--- src/rtl/ram_port_arbiter.sv ---
// ram_port_arbiter
//   Shares one single-port 2K x 32 RAM (registered read address, one-cycle
//   read latency) between two native-bus masters. Transactions are arbitrated
//   round-robin and every transaction takes the same IDLE -> ACCESS -> RESP
//   path, so both masters see a uniform two-cycle response latency.
//
// Ports
//   clk, rst             system clock, synchronous active-high reset
//   m0_* / m1_*          native-bus requesters (valid/addr/wdata/wstrb in,
//                        ready/rdata out); wstrb == 0 means read
//   ram_en/we/addr/din   RAM control, driven from registered state only
//   ram_dout             RAM read data, valid the cycle after an enabled access
//   stat_clr             clears the contention counter
//   stat_cnt             saturating count of IDLE cycles with both valids high
//   busy                 high whenever a transaction is in flight
module ram_port_arbiter #(
  parameter int AW = 11,
  parameter int CW = 16
) (
  input  logic          clk,
  input  logic          rst,
  input  logic          m0_valid,
  input  logic [31:0]   m0_addr,
  input  logic [31:0]   m0_wdata,
  input  logic [3:0]    m0_wstrb,
  output logic          m0_ready,
  output logic [31:0]   m0_rdata,
  input  logic          m1_valid,
  input  logic [31:0]   m1_addr,
  input  logic [31:0]   m1_wdata,
  input  logic [3:0]    m1_wstrb,
  output logic          m1_ready,
  output logic [31:0]   m1_rdata,
  output logic          ram_en,
  output logic [3:0]    ram_we,
  output logic [AW-1:0] ram_addr,
  output logic [31:0]   ram_din,
  input  logic [31:0]   ram_dout,
  input  logic          stat_clr,
  output logic [CW-1:0] stat_cnt,
  output logic          busy
);

  typedef enum logic [1:0] {
    IDLE   = 2'd0,
    ACCESS = 2'd1,
    RESP   = 2'd2
  } state_e;

  state_e        state_q, state_d;
  logic          gnt_q, gnt_d;     // 0 = m0, 1 = m1
  logic          last_q, last_d;   // master that completed most recently
  logic [AW-1:0] addr_q, addr_d;
  logic [31:0]   wdata_q, wdata_d;
  logic [3:0]    wstrb_q, wstrb_d;
  logic [CW-1:0] cnt_q, cnt_d;
  logic          both_req;

  assign both_req = m0_valid & m1_valid;

  // NOTE: every signal gets its hold value before the case statement, so no
  // path through this block leaves a variable unassigned and no latch is
  // inferred.
  always_comb begin
    state_d = state_q;
    gnt_d   = gnt_q;
    last_d  = last_q;
    addr_d  = addr_q;
    wdata_d = wdata_q;
    wstrb_d = wstrb_q;

    case (state_q)
      IDLE: begin
        if (m0_valid || m1_valid) begin
          // A lone requester always wins; under contention the master that
          // did not complete last is served.
          gnt_d   = both_req ? ~last_q : m1_valid;
          addr_d  = gnt_d ? m1_addr[AW+1:2] : m0_addr[AW+1:2];
          wdata_d = gnt_d ? m1_wdata : m0_wdata;
          wstrb_d = gnt_d ? m1_wstrb : m0_wstrb;
          state_d = ACCESS;
        end
      end
      ACCESS:  state_d = RESP;
      RESP: begin
        last_d  = gnt_q;
        state_d = IDLE;
      end
      default: state_d = IDLE;
    endcase

    // Clear wins over increment; increment stops at all ones.
    if (stat_clr) begin
      cnt_d = '0;
    end else if (state_q == IDLE && both_req && !(&cnt_q)) begin
      cnt_d = cnt_q + CW'(1);
    end else begin
      cnt_d = cnt_q;
    end
  end

  // NOTE: sequential state uses non-blocking assignments only, so every flop
  // samples the pre-edge values regardless of statement order.
  always_ff @(posedge clk) begin
    if (rst) begin
      state_q <= IDLE;
      gnt_q   <= 1'b0;
      last_q  <= 1'b1;
      // NOTE: the holding registers are reset too, because they drive the
      // RAM address/data pins directly and those should not float to X.
      addr_q  <= '0;
      wdata_q <= '0;
      wstrb_q <= '0;
      cnt_q   <= '0;
    end else begin
      state_q <= state_d;
      gnt_q   <= gnt_d;
      last_q  <= last_d;
      addr_q  <= addr_d;
      wdata_q <= wdata_d;
      wstrb_q <= wstrb_d;
      cnt_q   <= cnt_d;
    end
  end

  // RAM side: purely from state and holding registers.
  assign ram_en   = (state_q == ACCESS);
  assign ram_we   = ram_en ? wstrb_q : 4'b0000;
  assign ram_addr = addr_q;
  assign ram_din  = wdata_q;

  // Master side: the RAM output register holds the word during RESP.
  assign m0_ready = (state_q == RESP) && !gnt_q;
  assign m1_ready = (state_q == RESP) && gnt_q;
  assign m0_rdata = m0_ready ? ram_dout : 32'h0;
  assign m1_rdata = m1_ready ? ram_dout : 32'h0;

  assign stat_cnt = cnt_q;
  assign busy     = (state_q != IDLE);

  // Address bits outside the RAM window are decoded upstream.
  logic unused_addr_bits;
  assign unused_addr_bits = ^{m0_addr[31:AW+2], m0_addr[1:0],
                              m1_addr[31:AW+2], m1_addr[1:0]};

endmodule

--- config.mk ---
export PLATFORM = sky130hd
export DESIGN_NAME = ram_port_arbiter
export DESIGN_NICKNAME = d
export VERILOG_FILES = /design/src/rtl/ram_port_arbiter.sv
export SDC_FILE = /design/constraint.sdc
export NUM_CORES = 1
export LEC_CHECK = 0
export ABC_CLOCK_PERIOD_IN_PS = 1700
export BUFFER_PORTS_ARGS = -buffer_cell sky130_fd_sc_hd__buf_4
export CORE_AREA = 2 2 118 120
export CTS_CLUSTER_DIAMETER = 200
export DETAILED_ROUTE_END_ITERATION = 8
export DIE_AREA = 0 0 120 122
export PLACE_DENSITY_LB_ADDON = 0.3
export SETUP_SLACK_MARGIN = 0.5
export SYNTH_ARGS = -nofsm -noshare
export SYNTH_HDL_FRONTEND = slang
export SYNTH_SLANG_ARGS = --single-unit
--- constraint.sdc ---
create_clock -name clk -period 1.7 [get_ports clk]
set_input_delay 0.34 -clock clk [delete_from_list [all_inputs] [get_ports clk]]
set_output_delay 0.34 -clock clk [all_outputs]
set_load 0.005 [all_outputs]
==> metrics.md <==
| Metric | Value |
|---|---|
| Outcome | `complete, but fails checks` |
| Violated checks | `setup timing` |
| Fmax | `555 MHz` |
| Min cycle time layout | `1.80 ns` |
| Area of the mapped netlist | `3520 um2` |
| Period utilization | `106%` |
| Peak VDD IR | `0.540 mV` |
| Placed Instances | `842` |
| Comb pwr share | `28.3%` |
| Synth Instances | `405` |
| GR Util All Layers | `17.9%` |
| CP Data Arrival Time | `1.46 ns` |
| Most common cell in the netlist | `and2_1` |
| Root buf cell | `clkbuf_16` |
| Chip Width | `120 um` |
| Unrepaired setup endpoints after global routing | `true` |
| Yosys top cell area share | `38.1%` |
| Initial DRC count | `198` |
| H-tree Lvls | `3` |
| Core box area | `13500 um2` |
| Vias | `4348` |
| DR pass1 iterations | `4` |
| Internal power | `3.77 mW` |
| Worst EP required | `1.36 ns` |
| Async SR Flop Fraction | `0%` |
| Startpoint Class | `flip-flop` |
| P&R area growth vs syn | `119%` |
| Endpoints failing hold | `0` |
| Hold Path Class | `in2reg` |
| Initial Utilization | `26.1%` |
| Crit Path Class | `reg2out` |
| Yosys reg bits | `67` |
| Slew headroom | `71.8%` |
| Seq pwr share | `34.7%` |
| Synth Net Count | `579` |
| Number of synthesized flops with an enable pin | `0` |
| Leading area contributor after synthesis | `dfxtp_1` |
| Number of diodes | `0` |
| Antenna-violating nets left | `0` |
| Final setup vio count | `66` |
| Largest cells by area after synthesis | `dfxtp_1 38%, mux2i_1 13%, and2_1 12%` |
| Clk_skew | `0.00717 ns` |
| GRT overflow | `0` |
| Fin cells | `914` |
| Area of the die | `14600 um2` |
| Pin count of the biggest net entering global routing | `34` |
| Netlist cell types | `39` |
| FP Rows | `43` |
| Sequential-to-total area share from yosys stat | `38.1%` |
| Net Sw Power | `1.36 mW` |
| Total Wirelength | `14700 um` |
| CTS max path bufs | `2` |
| Warnings, synthesis | `0` |
| Synth Flop Type | `dfxtp_1` |
| Setup TNS | `-3.32 ns` |
| Residual DRC count | `0` |
| Ports | `304` |
| CTS Buf Count | `9` |
| Setup crit end kind | `primary output` |
| Final Worst Setup Slack | `-0.103 ns` |
| Lkg Pwr | `3.52 nW` |
| First-pass GRT wire length | `21100 um` |
| Vias per inst | `4.76` |
| Net Sw Frac | `26.5%` |
| Syn_area_per_cell | `8.69 um2` |
| DR WL/cell | `16.1 um` |
| Final-stage net count | `903` |
| # port buffers | `261` |
| Vias in the first global route | `4249` |
| Initial antenna violation count | `0` |
| Die span in y | `122 um` |
| CTS tree | `yes` |
| Dpl hpwl | `8960 um` |
| Clock slew at reported path FFs | `0.06 ns` |
| Layout cells sized above 1 | `65.5%` |
| MaxCap Viol Count | `0` |
| Max FO, Critical Path | `8` |
| Clock network power share | `37.0%` |
| Power Density | `665 nW/um2` |
| Fin. max-slew vios | `0` |
| Clk_lat worst skew | `0.33 ns` |
| Commonest cells in the netlist | `70 x and2_1, 67 x dfxtp_1, 54 x nor2_1` |
| GP Congestion | `0.780` |
| Tightest Pin Transition | `0.421 ns` |
| # clock sinks | `67` |
worst paths after layout:
kind / slack, ns / to / cells past startpoint / from
min: 0.27 / state_q[1] / 2 / rst
max: -0.10 / m0_rdata[9] / 6 / state_q[1]
min reg2reg: 0.50 / ram_din[19] / 2 / ram_din[19]
max reg2reg: -0.02 / stat_cnt[13] / 6 / state_q[0]
critical path, stage by stage, from the launching register on:
cell and delay (ns):
dfxtp_4 0.39, nand2b_4 0.08, nor2_4 0.13, buf_6 0.14
clkbuf_16 0.14, and2_1 0.14, buf_4 0.11
layer usage:
layer,global-route usage (%),part of all wire (%),vias to the layer above
li1,-,-,2109
met1,20.4,38,2039
met2,33.2,54,181
met3,4.12,6.8,19
met4,5.00,1.5,0
met5,0,0,-
final cells by class:
class,count,area (um2)
Multi-Input combinational cell,305,2420
Clock inverter,6,63.8
Timing Repair Buffer,342,3370
Tap cell,180,225
Sequential cell,67,1380
Fill cell,1168,5790
Clock buffer,10,239
Inverter,4,15.0
logic make-up (layout without fill, tap and decap cells):
logic type	count (synthesis)	count (layout)	share of synthesized area (%)
adder cells (fa/ha/maj)	1	1	0.356
flip-flops	67	67	38.1
multiplexers	47	47	13.4
AO/OA/AOI/OAI	82	82	16.1
AND/OR/NAND/NOR	175	175	28.0
buffers and inverters	33	362	4.12
metrics by stage:
step	util [%]	power [mW]	setup slack (ns)	cell area (um2)	hold WS, ns
floorplan	-	2.25	0.158	3640	0.457
global placement	43.8	2.84	0.0542	5910	0.484
detailed placement	43.8	2.86	0.0150	5910	0.490
CTS	53.1	5.11	-0.132	7170	0.264
global route	57.1	5.34	-0.145	7720	0.283
finish	57.1	5.13	-0.103	7720	0.273
power groups by stage:
stage                     Combinational [mW]  Sequential, mW  Clock [mW]
after floorplan                        0.432            1.82           0
after global placement                  1.03            1.81           0
after detailed placement                1.05            1.81           0
after CTS                               1.40            1.78        1.93
after global routing                    1.55            1.80        1.99
final                                   1.45            1.78        1.90
state kept, by name, indices dropped and copies added (netlist names):
name	flops
gnt_q	1
state_q	2
wstrb_q	4
stat_cnt	16
last_q	1
ram_addr	11
ram_din	32
cells in the final DEF (no fill, tap or decap), types with 11 or more instances in the layout:
cell	synthesis	final
a211oi_1	47	41
and2_1	70	17
and2_4	0	53
mux2i_1	47	42
buf_12	0	12
clkbuf_16	0	13
buf_16	0	11
dfxtp_2	0	13
dfxtp_1	67	47
nor2_1	54	51
buf_4	4	232
buf_6	0	80
repair_timing:
action                     4_1_cts  5_1_grt
setup endpoints to repair      146      147
pin swaps                       32       58
buffers inserted                29        9
gates cloned                    13        5
hold endpoints to repair         0        0
gates resized for setup        111      108
hold buffers                     0        0
No activity file was read; power rests on OpenSTA's default activity.
